===== config.mk =====
export PLATFORM = sky130hd
export DESIGN_NAME = t_switch_sched
export DESIGN_NICKNAME = d
export VERILOG_FILES = /design/src/rtl/t_switch_sched.sv
export SDC_FILE = /design/constraint.sdc
export NUM_CORES = 1
export LEC_CHECK = 0
export BUFFER_PORTS_ARGS = -buffer_cell sky130_fd_sc_hd__buf_2
export CAP_MARGIN = 20
export CORE_MARGIN = 10
export CORE_UTILIZATION = 45
export CTS_BUF_LIST = sky130_fd_sc_hd__clkbuf_8
export CTS_CLUSTER_DIAMETER = 120
export CTS_CLUSTER_SIZE = 12
export DETAILED_ROUTE_END_ITERATION = 12
export HOLD_SLACK_MARGIN = 0.03
export PLACE_DENSITY_LB_ADDON = 0.12
export SLEW_MARGIN = 20
export SYNTH_ARGS = -nofsm -noshare
export SYNTH_HDL_FRONTEND = slang
export SYNTH_SLANG_ARGS = --single-unit

===== constraint.sdc =====
create_clock -name clk -period 5.98 [get_ports clk]
set_input_delay 1.196 -clock clk [delete_from_list [all_inputs] [get_ports clk]]
set_output_delay 1.196 -clock clk [all_outputs]
set_load 0.05 [all_outputs]

===== src/rtl/t_switch_sched.sv =====
// t_switch_sched: two-register route/allocate stage for one fat-tree T-switch.
// Define T_SCHED_STATS_EN to add the saturating deflect_cnt output.
module t_switch_sched #(
  parameter int num_leaves = 8,
  parameter int payload_sz = 32,
  parameter int level      = 1,
  parameter int pos        = 0,
  parameter int addr_sz    = $clog2(num_leaves),
  parameter int p_sz       = 1 + addr_sz + payload_sz
) (
  input  logic            clk,
  input  logic            reset_n,
  input  logic [p_sz-1:0] l_bus_i,
  input  logic [p_sz-1:0] r_bus_i,
  input  logic [p_sz-1:0] u_bus_i,
  output logic [p_sz-1:0] l_bus_o,
  output logic [p_sz-1:0] r_bus_o,
  output logic [p_sz-1:0] u_bus_o
`ifdef T_SCHED_STATS_EN
  ,
  output logic [15:0]     deflect_cnt
`endif
);

  localparam logic [addr_sz-1:0] POS_V = addr_sz'(pos);

  // Index 0 = left, 1 = right, 2 = up, for both inputs and outputs.
  logic [p_sz-1:0] w_in  [3];
  logic [p_sz-1:0] r_pkt [3];
  logic [1:0]      r_dir [3];
  logic [p_sz-1:0] r_out [3];
  logic            r_pri;

  logic [2:0] w_val;
  logic [2:0] w_free;
  logic [2:0] w_gnt;
  logic [2:0] w_asg;
  logic [2:0] w_has;
  logic [1:0] w_src [3];
  logic [1:0] w_ord [3];
  logic [1:0] w_c   [3];
  logic [1:0] w_k;
  logic [1:0] w_o;
  logic       w_clash;

  function automatic logic [1:0] f_dir(
    input logic               v,
    input logic [addr_sz-1:0] a
  );
    if (!v)
      return 2'b00;
    else if ((a >> level) != POS_V)
      return 2'b11;
    else if (a[level-1])
      return 2'b10;
    else
      return 2'b01;
  endfunction

  assign w_in[0] = l_bus_i;
  assign w_in[1] = r_bus_i;
  assign w_in[2] = u_bus_i;

  always_ff @(posedge clk or negedge reset_n) begin
    if (!reset_n) begin
      for (int i = 0; i < 3; i++) begin
        r_pkt[i] <= '0;
        r_dir[i] <= 2'b00;
      end
    end else begin
      for (int i = 0; i < 3; i++) begin
        r_pkt[i] <= w_in[i];
        r_dir[i] <= f_dir(w_in[i][p_sz-1],
                          w_in[i][p_sz-2 -: addr_sz]);
      end
    end
  end

  assign w_val[0] = r_dir[0] != 2'b00;
  assign w_val[1] = r_dir[1] != 2'b00;
  assign w_val[2] = r_dir[2] != 2'b00;

  // Grant pass on desired outputs, then deflection pass for the losers.
  always_comb begin
    w_free = 3'b111;
    w_gnt  = 3'b000;
    w_asg  = 3'b000;
    w_has  = 3'b000;
    w_src  = '{default: 2'd0};
    w_c    = '{default: 2'd0};
    w_ord  = '{2'd2,
               r_pri ? 2'd1 : 2'd0,
               r_pri ? 2'd0 : 2'd1};
    w_k    = 2'd0;
    w_o    = 2'd0;
    for (int k = 0; k < 3; k++) begin
      w_k = w_ord[k];
      w_o = r_dir[w_k] - 2'd1;
      if (w_val[w_k] && w_free[w_o]) begin
        w_free[w_o] = 1'b0;
        w_has[w_o]  = 1'b1;
        w_src[w_o]  = w_k;
        w_gnt[w_k]  = 1'b1;
      end
    end
    w_asg = w_gnt;
    for (int k = 0; k < 3; k++) begin
      w_k = w_ord[k];
      w_c = '{w_k, 2'd2, (w_k == 2'd0) ? 2'd1 : 2'd0};
      for (int j = 0; j < 3; j++) begin
        if (w_val[w_k] && !w_asg[w_k] && w_free[w_c[j]]) begin
          w_free[w_c[j]] = 1'b0;
          w_has[w_c[j]]  = 1'b1;
          w_src[w_c[j]]  = w_k;
          w_asg[w_k]     = 1'b1;
        end
      end
    end
  end

  assign w_clash = w_val[0] && (r_dir[0] == r_dir[1]);

  always_ff @(posedge clk or negedge reset_n) begin
    if (!reset_n) begin
      for (int i = 0; i < 3; i++)
        r_out[i] <= '0;
      r_pri <= 1'b0;
    end else begin
      for (int i = 0; i < 3; i++)
        r_out[i] <= w_has[i] ? r_pkt[w_src[i]] : '0;
      r_pri <= r_pri ^ w_clash;
    end
  end

  assign l_bus_o = r_out[0];
  assign r_bus_o = r_out[1];
  assign u_bus_o = r_out[2];

`ifdef T_SCHED_STATS_EN
  logic [2:0]  w_miss;
  logic [1:0]  w_ndef;
  logic [16:0] w_sum;
  logic [15:0] r_cnt;

  assign w_miss = w_val & ~w_gnt;
  assign w_ndef = 2'(w_miss[0]) + 2'(w_miss[1]) + 2'(w_miss[2]);
  assign w_sum  = {1'b0, r_cnt} + 17'(w_ndef);

  always_ff @(posedge clk or negedge reset_n) begin
    if (!reset_n)
      r_cnt <= 16'h0000;
    else
      r_cnt <= w_sum[16] ? 16'hFFFF : w_sum[15:0];
  end

  assign deflect_cnt = r_cnt;
`endif

endmodule


==> impl_metrics.json <==
{
  "status": "complete, no violations",
  "yosys_warnings": 0,
  "grt-ovfl-total": 0,
  "synth_top_cells_by_area": "dfrtp_1 56%, mux2_2 4.2%, mux2i_1 4.0%",
  "ctsResizeCount": 0,
  "max_cap_violations": 0,
  "grt_pass1_vias": 7982,
  "netlist_area_um2": 9990,
  "insertion_delay_ns": 0.57,
  "cts_buffers": 22,
  "finalSetupTns_ns": 0,
  "cts_max_level": 1,
  "switching_share_pct": 51.2,
  "row_count": 54,
  "worstHoldStart": "r_pkt[67]",
  "grtUsageTotal_pct": 20.8,
  "finalSetupViolCount": 0,
  "final_common_cell": "dfrtp_1",
  "synth-seq-area-share_pct": 55.9,
  "ys_async_sr_fraction_pct": 100,
  "start_util_pct": 45.8,
  "areaGrowthSynthToFinish_pct": 15.7,
  "cts_setup_buffers": 0,
  "die_y_um": 169,
  "cts_tree": "yes",
  "whs_ns": 0.521,
  "critPathKind": "reg -> reg",
  "comb_power_share_pct": 55.9,
  "r2r_cells": 12,
  "dr.pass1.iters": 5,
  "p_seq_share_pct": 31.2,
  "cts.hold.buffers_added": 0,
  "layout-drive-gt1-share_pct": 35.8,
  "num_vias": 7545,
  "start_kind": "register",
  "root_buffer": "clkbuf_8",
  "gp_congestion": 0.853,
  "pin_count": 218,
  "critPathMaxStageDelay_ns": 0.84,
  "synth.distinct_cells": 68,
  "grt_max_degree": 115,
  "cpMaxStageDelayCell": "o2111a_2",
  "synth_edf_count": 0,
  "clk_pin_slew_worst_paths_ns": 0.09,
  "numPortBuffers": 217,
  "vias_per_cell": 5.82,
  "holdCritPathClass": "reg -> reg",
  "grt_pass1_wl_um": 47200,
  "yosysTopAreaCell": "dfrtp_1",
  "cp.arrival_ns": 5.04,
  "r2r_end": "r_bus_o[17]",
  "routed_wl_um": 30800,
  "timing.final.max_slew_violations": 0,
  "peakVddDrop_v": 0.000281,
  "synth.ff_latch_count": 223,
  "fp.dieW_um": 169,
  "critPathCaptureType": "register",
  "tightest_slew_ns": 0.965,
  "synth_top_area_share_pct": 55.9,
  "synthCells": 828,
  "slew_headroom_pct": 35.5,
  "clkPwrFrac_pct": 12.9,
  "antenna_found_initial": 3,
  "cp_cell_sequence": "buf_4 -> mux2i_1 -> ha_1 -> or3b_1 -> mux2i_1 -> nor4_2 -> o32ai_2 -> or2_4 -> a211o_1 -> o2111a_2 -> buf_4 -> a21oi_2",
  "post-dp-hpwl_um": 20000,
  "ctsLongestPathBuffers": 3,
  "layout_common_cells": "223 x dfrtp_1, 216 x buf_2, 48 x o21ai_1",
  "die_area_um2": 28500,
  "cts_sinks": 223,
  "rsz0062_at_grt": "false",
  "fin_util_pct": 52.9,
  "synth_ff_type": "dfrtp_1",
  "synth_nets": 944,
  "wire_per_inst_um": 23.7,
  "hold_viol_final": 0,
  "internal_power_mw": 3.17,
  "cpLargestDelayFamily": "compound AO/OA/AOI/OAI gates",
  "worstHoldEndpoint": "u_bus_o[31]",
  "p_sw_mw": 3.32,
  "nets": 1131,
  "drt_iter0_drc": 476,
  "core_area_um2": 21800,
  "fin_skew_ns": 0.0353,
  "fin_crit_sh_pct": 76.8,
  "syn-mean-instance-area_um2": 12.1,
  "reg2reg_setup_slack_ns": 1.39,
  "crit_buf_inv": 2,
  "critical_path_required_ns": 6.43,
  "timing.rr.start": "r_pri",
  "p_leak_nw": 5.16,
  "ant_nets": 0,
  "hold_depth": 2,
  "worstPathMaxFanout": 28,
  "layout_min_cycle_time_ns": 4.59,
  "drc": 0,
  "power_density_nw_per_um2": 562,
  "n_fill_cell": 1979,
  "fmax_ghz": 0.218
}
[synth_stat cells (4+ instances only)]
library cell	number
mux2i_1	40
o21ai_1	48
nand2_1	15
clkbuf_1	25
inv_1	6
a22oi_1	36
nand3_1	43
o41ai_1	34
o31a_1	4
mux2_2	37
nor2b_1	38
dfrtp_1	223
nor2_1	8
buf_2	29
o21ai_0	31
a21oi_1	44
nor3_1	5
a21oi_2	32
buf_6	15
ha_1	6
o211ai_1	38
[per-stage QoR]
step                      std cells  setup slack [ns]  instance area (µm²)  power, mW
final                          1296              1.39                11600       6.49
after global routing           1295              1.16                11600       6.82
after CTS                      1295              1.45                11600       6.53
after detailed placement       1271              1.44                11200       5.68
after global placement         1271              1.52                11200       5.68
after floorplan                 828              1.75                 9990       4.72
[registers in the layout (all words and copies together), names as in the netlist]
name and cells:
l_bus_o 36, r_bus_o 36, r_dir 6, r_pkt 108, r_pri 1, u_bus_o 36
[power groups by stage]
stage	Combinational, mW	Sequential (mW)	Clock (mW)
after global placement	3.62	2.06	0
after CTS	3.64	2.03	0.861
after detailed placement	3.63	2.05	0
final	3.63	2.03	0.836
after global routing	3.85	2.06	0.915
after floorplan	1.67	3.05	0
[routing by layer]
metal  global-route usage [%]  up-vias  wire length (µm)
met4                     5.64        2               679
met2                     33.4      318             14500
met5                        0        -                13
met3                     5.70       42              2680
met1                     27.2     3743             12900
li1                         -     3440                 -
[worst max-delay path by stage]
stage | startpoint | to | slack (ns) | cells past startpoint
after global routing | r_pri | r_bus_o[17] | 1.16 | 12
final | r_pri | r_bus_o[17] | 1.39 | 12
after CTS | r_pri | l_bus_o[30] | 1.45 | 12
after detailed placement | r_pri | r_bus_o[17] | 1.44 | 12
after floorplan | r_pri | u_bus_o[0] | 1.75 | 15
after global placement | r_pri | l_bus_o[22] | 1.52 | 12
[cell families (layout without fill, tap and decap cells)]
family	after synthesis	in the layout	share of synthesized area, %
other	0	1	0
xor gates and xnor gates	3	3	0.263
adders and majority gates	6	6	0.752
and+or+nand+nor	134	134	7.84
muxes	81	81	8.92
DFF	223	223	55.9
AOI/OAI and AO/OA	299	299	21.7
buffers and inverters	82	269	4.69
[layout make-up]
| cell class | instances | area, µm² | share of cell area, % |
|---|---|---|---|
| diodes | 1 | 2.50 | 0.0217 |
| clock buffers | 22 | 303 | 2.62 |
| clock inverters | 2 | 23.8 | 0.206 |
| inverters | 8 | 30.0 | 0.260 |
| multi-input cells | 523 | 3980 | 34.5 |
| flip-flops and latches | 223 | 5580 | 48.3 |
| well taps | 280 | 350 | 3.03 |
| repair buffers | 237 | 1280 | 11.1 |
[tightest hold or removal path, stage by stage, from the launching register on]
cell	delay (ns)
dfrtp_1	0.37
o21ai_1	0.07
o41ai_1	0.05
(Power assumes the default switching activity.)
